--- config.mk ---
export PLATFORM = sky130hd
export DESIGN_NAME = fft_bfly_seq
export DESIGN_NICKNAME = d
export VERILOG_FILES = /design/src/rtl/fft_bfly_seq.sv
export SDC_FILE = /design/constraint.sdc
export NUM_CORES = 1
export LEC_CHECK = 0
export ABC_AREA = 1
export ABC_CLOCK_PERIOD_IN_PS = 3000
export CAP_MARGIN = 5
export CORE_UTILIZATION = 50
export CTS_BUF_LIST = sky130_fd_sc_hd__clkbuf_16
export CTS_CLUSTER_SIZE = 24
export DETAILED_ROUTE_END_ITERATION = 7
export GPL_TIMING_DRIVEN = 0
export MAX_ROUTING_LAYER = met4
export PLACE_DENSITY = 0.78
export SYNTH_ARGS = -nofsm -noshare
export SYNTH_HDL_FRONTEND = slang
export SYNTH_SLANG_ARGS = --single-unit
--- constraint.sdc ---
create_clock -name clk -period 3 [get_ports clk]
set_input_delay 0.45 -clock clk [delete_from_list [all_inputs] [get_ports clk]]
set_output_delay 0.45 -clock clk [all_outputs]
set_load 0.05 [all_outputs]
--- src/rtl/fft_bfly_seq.sv ---
// Radix-2 FFT stage butterfly sequencer: issues W*B requests to the twiddle
// multiplier, parks leg A in a FIFO and emits A+WB / A-WB as results return.
module fft_bfly_seq #(
   parameter int SIZE_DATA_FI  = 3,
   parameter int STAGE         = 0,
   parameter int DATA_FFT_SIZE = 16,
   parameter int RES_W         = 17,
   parameter int FIFO_DEPTH    = 8
) (
   input  logic                     clk,
   input  logic                     rst_n,
   input  logic                     in_valid,
   output logic                     in_ready,
   input  logic [DATA_FFT_SIZE-1:0] in_a_i,
   input  logic [DATA_FFT_SIZE-1:0] in_a_q,
   input  logic [DATA_FFT_SIZE-1:0] in_b_i,
   input  logic [DATA_FFT_SIZE-1:0] in_b_q,
   output logic                     mult_en,
   output logic [DATA_FFT_SIZE-1:0] mult_data_i,
   output logic [DATA_FFT_SIZE-1:0] mult_data_q,
   output logic [15:0]              mult_fi_deg,
   input  logic [RES_W-1:0]         mult_res_i,
   input  logic [RES_W-1:0]         mult_res_q,
   input  logic                     mult_valid,
   output logic                     out_valid,
   output logic [RES_W:0]           out_top_i,
   output logic [RES_W:0]           out_top_q,
   output logic [RES_W:0]           out_bot_i,
   output logic [RES_W:0]           out_bot_q,
   output logic                     out_last,
   output logic                     err
);

   localparam int TW = SIZE_DATA_FI - 1;
   localparam int DW = DATA_FFT_SIZE;
   localparam int OW = RES_W + 1;
   localparam int AW = $clog2(FIFO_DEPTH);
   localparam int CW = AW + 1;
   localparam int SH = SIZE_DATA_FI - 1 - STAGE;
   localparam logic [TW-1:0] STG_MASK = TW'((1 << STAGE) - 1);
   localparam logic [CW-1:0] DEPTH_C  = CW'(FIFO_DEPTH);

   typedef logic [2*DW:0] entry_t;

   entry_t          fifo_mem [FIFO_DEPTH];
   entry_t          head;

   logic [TW-1:0]   pair_cnt_q, pair_cnt_d;
   logic [TW-1:0]   tw_k;
   logic [CW-1:0]   outst_q, outst_d;
   logic [AW-1:0]   wr_ptr_q, wr_ptr_d;
   logic [AW-1:0]   rd_ptr_q, rd_ptr_d;
   logic            accept, pop, spur;

   logic            mult_en_q;
   logic [DW-1:0]   mult_data_i_q, mult_data_q_q;
   logic [TW-1:0]   fi_deg_q;
   logic            out_valid_q, out_last_q, err_q;
   logic [OW-1:0]   top_i_q, top_q_q, bot_i_q, bot_q_q;
   logic [OW-1:0]   top_i_d, top_q_d, bot_i_d, bot_q_d;
   logic [OW-1:0]   a_i_x, a_q_x, r_i_x, r_q_x;

   // FIFO occupancy always equals the outstanding count, so it doubles as the fill level.
   assign in_ready = (outst_q < DEPTH_C);

   always_comb begin
      accept     = in_valid & in_ready;
      pop        = mult_valid & (outst_q != '0);
      spur       = mult_valid & (outst_q == '0);
      pair_cnt_d = pair_cnt_q;
      wr_ptr_d   = wr_ptr_q;
      rd_ptr_d   = rd_ptr_q;
      outst_d    = outst_q;
      if (accept) begin
         pair_cnt_d = pair_cnt_q + TW'(1);
         wr_ptr_d   = wr_ptr_q + AW'(1);
      end
      if (pop) begin
         rd_ptr_d = rd_ptr_q + AW'(1);
      end
      case ({accept, pop})
         2'b10:   outst_d = outst_q + CW'(1);
         2'b01:   outst_d = outst_q - CW'(1);
         default: outst_d = outst_q;
      endcase
   end

   always_comb begin
      tw_k    = (pair_cnt_q & STG_MASK) << SH;
      head    = fifo_mem[rd_ptr_q];
      a_i_x   = {{(OW-DW){head[2*DW-1]}}, head[2*DW-1:DW]};
      a_q_x   = {{(OW-DW){head[DW-1]}}, head[DW-1:0]};
      r_i_x   = {mult_res_i[RES_W-1], mult_res_i};
      r_q_x   = {mult_res_q[RES_W-1], mult_res_q};
      top_i_d = a_i_x + r_i_x;
      top_q_d = a_q_x + r_q_x;
      bot_i_d = a_i_x - r_i_x;
      bot_q_d = a_q_x - r_q_x;
   end

   always_ff @(posedge clk) begin
      if (accept) begin
         fifo_mem[wr_ptr_q] <= {(pair_cnt_q == '1), in_a_i, in_a_q};
      end
   end

   always_ff @(posedge clk or negedge rst_n) begin
      if (!rst_n) begin
         pair_cnt_q    <= '0;
         outst_q       <= '0;
         wr_ptr_q      <= '0;
         rd_ptr_q      <= '0;
         mult_en_q     <= 1'b0;
         mult_data_i_q <= '0;
         mult_data_q_q <= '0;
         fi_deg_q      <= '0;
         out_valid_q   <= 1'b0;
         out_last_q    <= 1'b0;
         top_i_q       <= '0;
         top_q_q       <= '0;
         bot_i_q       <= '0;
         bot_q_q       <= '0;
         err_q         <= 1'b0;
      end else begin
         pair_cnt_q  <= pair_cnt_d;
         outst_q     <= outst_d;
         wr_ptr_q    <= wr_ptr_d;
         rd_ptr_q    <= rd_ptr_d;
         mult_en_q   <= accept;
         out_valid_q <= pop;
         err_q       <= err_q | spur;
         if (accept) begin
            mult_data_i_q <= in_b_i;
            mult_data_q_q <= in_b_q;
            fi_deg_q      <= tw_k;
         end
         if (pop) begin
            top_i_q    <= top_i_d;
            top_q_q    <= top_q_d;
            bot_i_q    <= bot_i_d;
            bot_q_q    <= bot_q_d;
            out_last_q <= head[2*DW];
         end
      end
   end

   assign mult_en     = mult_en_q;
   assign mult_data_i = mult_data_i_q;
   assign mult_data_q = mult_data_q_q;
   assign mult_fi_deg = {{(16-TW){1'b0}}, fi_deg_q};
   assign out_valid   = out_valid_q;
   assign out_top_i   = top_i_q;
   assign out_top_q   = top_q_q;
   assign out_bot_i   = bot_i_q;
   assign out_bot_q   = bot_q_q;
   assign out_last    = out_last_q;
   assign err         = err_q;

endmodule

---- Word level (Yosys, flattened, before mapping) ----
Memories as Yosys holds them, arrays and structs flattened.
Cells that the tools add are included.
cells by class
  $add $sub $neg .......................... 9
  magnitude comparators ................... 1
  equality and inequality tests ........... 3
  multiplexer cells ....................... 3
  bitwise operators ....................... 4
  reduce and logical (&&, ||, !) cells .... 3
operators by type and width
  kind                   number
  $add A16 B17 Y18       2
  $sub A16 B17 Y18       2
  $pmux W4 S2            1
  $add A3 B1 Y3 const B  2
  $add A4 B1 Y4 const B  1
  $eq A2 B2 Y1 const B   2
  $logic_not A4 Y1       1
  $lt A4 B4 Y1 const B   1
  $reduce_bool A4 Y1     1
  $sub A4 B1 Y4 const B  1
  $and A1 B1 Y1          3
  $add A2 B1 Y2 const B  1
  $eq A2 B1 Y1 const B   1
  $mux W1                2
  $reduce_bool A2 Y1     1
  $or A1 B1 Y1           1
word-level totals
  bits in registers ....................... 120
  memory bits (writable) .................. 264
  bits of input ports ..................... 102
  output and inout port bits .............. 125
  memories kept ........................... 1
memory list
  memory    words  width  read ports  clocked after memory_dff  wr ports  line  RTL
  fifo_mem  8      33     1           0                         1         45    entry_t fifo_mem [FIFO_DEPTH];

---- Depth between registers and ports, before layout ----
Gate-level depths: netlist of the first run.
  depth after elaboration ................. 4
  mapped depth ............................ 21
  mapped depth without buffers ............ 19

---- Worst setup path after synthesis of the first run ----
No wires, ideal clock.
  path kind ............................... reg-to-reg
  start ................................... register outst_q[3]
  end ..................................... memory fifo_mem[0][0] in the netlist's numbering (enable)
  setup time .............................. 0.423 ns
  arrival time ............................ 2.739 ns
  required time ........................... 2.577 ns
  slack ................................... -0.162 ns
  stages on the path, launching flop included .. 6
  buffers on the path ..................... 1
  cell sequence ........................... dfrtp_1 inv_1 nand2_1 buf_2 or2_2 nor2_1
between the ends
  cells in the longest elaborated chain, start to end .. 4
RTL lines
  element                        line  RTL
  from (decl)                    50    logic [CW-1:0] outst_q, outst_d;
  from (signal assigned)         126   outst_q <= outst_d;
  $lt A4 B4 Y1                   64    assign in_ready = (outst_q < DEPTH_C);
  named net in_ready             13    output logic in_ready,
  $and A1 B1 Y1                  67    accept = in_valid & in_ready;
  $mux W1                        102   if (accept) begin
  $mux W1 (implied by the code)  103   fifo_mem[wr_ptr_q] <= {(pair_cnt_q == '1), in_a_i, in_a_q};
  to (decl)                      45
The timed path passes the listed nets, and every way through them passes these cells.

---- Final worst setup path of the first run ----
  start ................................... register rd_ptr_q[0]
  end ..................................... register bot_q_q[6], in the netlist out_bot_q[6]
between the ends
  cells in the longest elaborated chain, start to end .. 2
RTL lines
  element                 line  RTL
  from (decl)             52    logic [AW-1:0] rd_ptr_q, rd_ptr_d;
  from (signal assigned)  128   rd_ptr_q <= rd_ptr_d;
  $mem_v2 Z8 W33          n/a
  $sub A16 B17 Y18        98    bot_q_d = a_q_x - r_q_x;
  to (signal assigned)    141   bot_q_q <= bot_q_d;
  to (decl)               59    logic [OW-1:0] top_i_q, top_q_q, bot_i_q, bot_q_q;
Every way passes these cells.
A chain may end at the register's enable or synchronous reset.

==> results.cfg, run 1 <==
[synth]
ys_warn_count = 0
ys_ff_latch = 382
synthArstFlopShare_pct = 30.9
netlist.area_leader.share_pct = 41.9
ys.flop_type = edfxtp_1
synth_top_area_cell = edfxtp_1
synthCells = 1965
synth_cell_types = 39
avgSynthCellArea_sq_um = 9.64
synthTopCellsByArea = edfxtp_1, dfrtp_1, nand2_1, nor2_1, o21ai_0
synthTopCellsByCount = nand2_1, nor2_1, edfxtp_1
yosysMostFrequentCell = nand2_1
seq_area_frac_synth_pct = 57.5
syn_area_sq_um = 18900
synth-edff-count = 264

[worst_hold_path]
hold_path_class = primary input to async pin

[critical_path]
path_buf_inv = 6
rr_endpoint = out_bot_q[6]
r2r_slack_ns = 0.05
path_delay_family = compound AO/OA/AOI/OAI gates
crit_path_cell_trace = buf_8 > clkinv_8 > buf_12 > clkbuf_16 > nor2_1 > o22ai_2 > nor2_2 > a31oi_2 > ha_1 > buf_6 > nand2_1 > inv_1 > nand3_1 > nand2_1 > o21ai_0 > nand2_1
end_kind = flop
critical_path.most_common_cell = nand2_1
critPathKind = flop to flop
crit_path_top_delay_cell = dfrtp_1
cp_slowest_stage_delay_ns = 0.41
crit_cells = 16
required_ns = 3.41
start_kind = flop
cp_max_fo = 8
worstPathArrival_ns = 3.37
timing.rr.start = rd_ptr_q[0]
reg2regPathDepth = 16

[global_route]
grt_pass1_vias = 14800
grt_overflow_total = 0
grt_pass1_wl_microns = 81400
grt_max_degree = 74
grt_use_total_pct = 28.2
antenna_found_initial = 1

[die]
core-area_sq_um = 37000
die_area_sq_um = 38600
start_util_pct = 51.2
die_w_microns = 197
die-height_microns = 197
num_rows = 70
io_pins = 227

[timing]
finalCritPeriodShare_pct = 98.5
layout_min_cycle_time_ns = 2.95
fin_skew_ns = 0.0390
drv_slew = 0
setup_slack_ns = 0.0460
finalHoldViolations = 0
tightest_slew_ns = 0.714
finalSetupViolCount = 0
rsz0062_at_grt = true
fmax_mhz = 339
max-slew-margin-rel_pct = 52.3
holdWs_ns = 0.391

[layout]
area_growth_pct = 34.2
nets = 2470
drive_gt1_share_pct = 22.1

[clocking]
h-tree-depth = 2
clk_pin_slew_ns = 0.06
clk_latency_ns = 0.58
cts_buffers = 41
clock_path_buffers = 3
cts_tree = yes
clockRootBuffer = clkbuf_16
cts_sinks = 382

[placement]
place_congestion = 0.954
dp_hpwl_microns = 38000
preCtsSetupSlack_ns = -0.446
io_buffers = 210

[detailed_routing]
drc = 0
wl_met3_microns = 4120
post_drt_wl_per_cell_microns = 19.6
met2_length_microns = 27300
m1WireLength_microns = 22500
dr.pass1.iters = 5
drtIter0Drc = 1570
finalWirelength_microns = 55500
vias = 15600
top_layer = met4
antenna_left = 0
vias_per_cell = 5.51

[run_status]
status = completed

[job]
cap_violations = 0
## through the flow
step	cells	area, sq um	setup TNS (ns)	utilization, %
after floorplan	1980	19000	-21.41	-
after CTS	2782	23900	-0.0245	64.6
after global routing	2827	25400	-1.29	68.7
after global placement	2694	21700	-620.22	58.8
after detailed placement	2703	22000	-13.74	59.5
final	2827	25400	0	68.7
## flip-flops by register name (all words and copies together), names as in the netlist
name,flops
fifo_mem,264
out_valid,1
out_last,1
mult_en,1
wr_ptr_q,3
out_top_q,17
mult_data_q,16
rd_ptr_q,3
out_bot_i,17
out_top_i,18
pair_cnt_q,2
outst_q,4
err,1
out_bot_q,18
mult_data_i,16
## placed cells by master, fill, tap and decap left out, types with 31 or more instances in the layout
cell type        synthesis  layout
nand2_2                 10      52
a21oi_2                  6      31
clkbuf_16                0      45
dfrtp_1                118     117
edfxtp_1               264     264
inv_1                  134     123
o21ai_1                 15      40
nand2_1                412     367
nor2_1                 297     253
buf_4                   51      73
clkdlybuf4s50_1          0     209
ha_1                    74      65
o21ai_0                194     144
buf_6                   14      34
nand3_1                 94      81
## logic make-up (layout without fill, tap and decap cells)
kind of cell	after synthesis	count (layout)	share of synthesized area, %
and+or+nand+nor	858	858	18.5
DFF	382	382	57.5
AOI/OAI and AO/OA	357	357	10.3
buffers and inverters	259	601	6.91
adders and majority gates	79	79	5.42
xor gates and xnor gates	29	29	1.34
other	1	17	0.0198
## worst max-delay path by stage
stage | from | endpoint
6_report | rd_ptr_q[0] | out_bot_q[6]
5_1_grt | rd_ptr_q[0] | out_bot_q[16]
4_1_cts | rd_ptr_q[0] | out_bot_q[16]
3_5_place_dp | rd_ptr_q[1] | out_bot_i[16]
3_3_place_gp | rst_n | out_bot_i[8]
2_1_floorplan | outst_q[3] | fifo_mem[0][0]
## final cells by class
cell class / instances / area (sq um)
plain buffers: 117 / 1010
flip-flops and latches: 382 / 10900
clock buffers: 41 / 1030
well taps: 504 / 631
inverters: 141 / 544
multi-input cells: 1339 / 7980
fillers: 2668 / 11600
clock inverters: 35 / 553
repair buffers: 267 / 2780
diodes: 1 / 2.50
## metal layers
| layer | GRT usage [%] | up-vias |
|---|---|---|
| li1 | - | 7243 |
| met1 | 36.5 | 7508 |
| met2 | 45.8 | 725 |
| met3 | 4.38 | 99 |
| met4 | 8.84 | 0 |
| met5 | - | - |
## what timing repair did
action                                  in CTS  in global routing
pin swaps                                    2                 86
endpoints found under the setup margin      59                 54
resized for setup                           69                353
hold endpoints to repair                    45                  0
buffers inserted                             2                 41
hold buffers                                 1                  0
gates cloned                                 0                  5
Power of run 1 is left out: the tool's default activity adds up to more than one toggle a clock period on the data nets, which glitch-free logic cannot reach.
==> inputs of run 2 (changes only) <==
- CORE_MARGIN: unset -> 2
==> run 2 against run 1 <==
First-iteration DRC count fell by 3.8%; count of clock-buffer cells in the layout decreased by 1; routed wire length down 1.9%; sequential cell count unchanged; clock skew is 0.023 ns lower.
==> results.cfg, run 2 (same netlist as run 1, synthesis figures left out) <==
[layout]
largest_reg_flops = 264
largest_register = fifo_mem
layout_commonest_cell = nand2_1
drive_gt1_share_pct = 18.8
fin_area_sq_um = 24700
area_growth_pct = 30.6
final_cell_mix = nand2_1, nor2_1, edfxtp_1
fin_util_pct = 66.0
antennaDiodeCount = 0
nets = 2465
n_fill_cell = 2877

[global_route]
grt_pass1_wl_microns = 79900
antenna_found_initial = 0
grt_use_total_pct = 27.2
grt_pass1_vias = 14800
grt_max_degree = 79
grt_overflow_total = 0

[timing]
finalSetupViolCount = 0
setup_slack_ns = 0.0434
finalHoldViolations = 0
fin_skew_ns = 0.0160
fmax_mhz = 338
max-slew-margin-rel_pct = 51.3
layout_min_cycle_time_ns = 2.96
drv_slew = 0
finalCritPeriodShare_pct = 98.6
holdWs_ns = 0.385
rsz0062_at_grt = true
tightest_slew_ns = 0.729

[clocking]
cts_sinks = 382
cts_buffers = 39
cts_tree = yes
clock_path_buffers = 3
clockRootBuffer = clkbuf_16
clk_pin_slew_ns = 0.06
clk_latency_ns = 0.56
h-tree-depth = 2

[detailed_routing]
drtIter0Drc = 1510
finalWirelength_microns = 54500
vias_per_cell = 5.45
vias = 15400
drc = 0
antenna_left = 0
dr.pass1.iters = 5
post_drt_wl_per_cell_microns = 19.3

[die]
core-area_sq_um = 37500
die_area_sq_um = 39400
die-height_microns = 199
die_w_microns = 199
num_rows = 71
io_pins = 227
start_util_pct = 50.5

[critical_path]
critPathKind = flop to flop
reg2regPathDepth = 16
cp_max_fo = 9
worstPathArrival_ns = 3.41
end_kind = flop
start_kind = flop
required_ns = 3.45

[placement]
dp_hpwl_microns = 38400
io_buffers = 210
placed_area_sq_um = 22000
preCtsSetupSlack_ns = -0.485
place_congestion = 0.938

[worst_hold_path]
hold_path_class = primary input to async pin

[job]
cap_violations = 0

[run_status]
status = completed
[run 2: cell count changes in the layout (fill, tap and decap cells not counted), sizes merged, moves of 3 or more]
cell and change:
bufinv -10, buf -8, inv +8, clkbuf +3
clkinvlp -3
[run 2: repair_timing]
item | in CTS | in global routing
endpoints found under the setup margin | 60 | 51
gates cloned | 0 | 7
gates resized for setup | 75 | 270
hold buffers | 1 | 0
buffers inserted | 2 | 34
hold endpoints to repair | 40 | 0
pin swaps | 4 | 78
[run 2: final timing paths]
check                             from               to  slack, ns
max                        rd_ptr_q[0]    out_bot_i[15]       0.04
min in group clk            in_b_i[12]  mult_data_i[12]       0.43
min                              rst_n  mult_data_q[13]       0.39
max in group asynchronous        rst_n      rd_ptr_q[1]       1.89
max reg2reg                rd_ptr_q[0]    out_bot_i[15]       0.04
min reg2reg                 outst_q[0]       outst_q[0]       0.48
[run 2: per-stage QoR]
| step | cells | setup TNS, ns |
|---|---|---|
| 2_1_floorplan | 1980 | -21.41 |
| 3_3_place_gp | 2701 | -609.99 |
| 6_report | 2824 | 0 |
| 3_5_place_dp | 2710 | -17.49 |
| 4_1_cts | 2783 | -0.000808 |
| 5_1_grt | 2824 | -1.17 |
[run 2: cell type report]
type	instances	area [sq um]	share of cell area [%]
Clock buffer	40	1000	4.05
Timing Repair inverter	1	8.76	0.0354
Inverter	141	544	2.20
Buffer	118	992	4.01
Clock inverter	30	169	0.683
Multi-Input combinational cell	1339	7710	31.2
Sequential cell	382	10900	44.0
Tap cell	511	639	2.59
Timing Repair Buffer	262	2780	11.2
[run 2: layer usage]
layer / share of wire (%) / wire [microns] / global-route usage (%)
met5: 0 / 0 / -
met4: 3.1 / 1710 / 9.34
met3: 6.9 / 3750 / 3.41
met2: 50 / 27000 / 45.2
met1: 40 / 22000 / 34.6
[run 2: critical path, stage by stage, from the launching register on]
cell	delay (ns)
dfrtp_1	0.40
buf_8	0.16
clkinv_8	0.07
buf_12	0.13
clkbuf_16	0.15
nor2_1	0.04
o22ai_1	0.20
nor2_1	0.08
a31oi_2	0.25
ha_1	0.29
buf_4	0.18
a21oi_1	0.26
o21ai_1	0.15
a21oi_2	0.17
nand3_1	0.10
nand3_1	0.13
nand2_1	0.06
Power of run 2 is left out for the same reason.
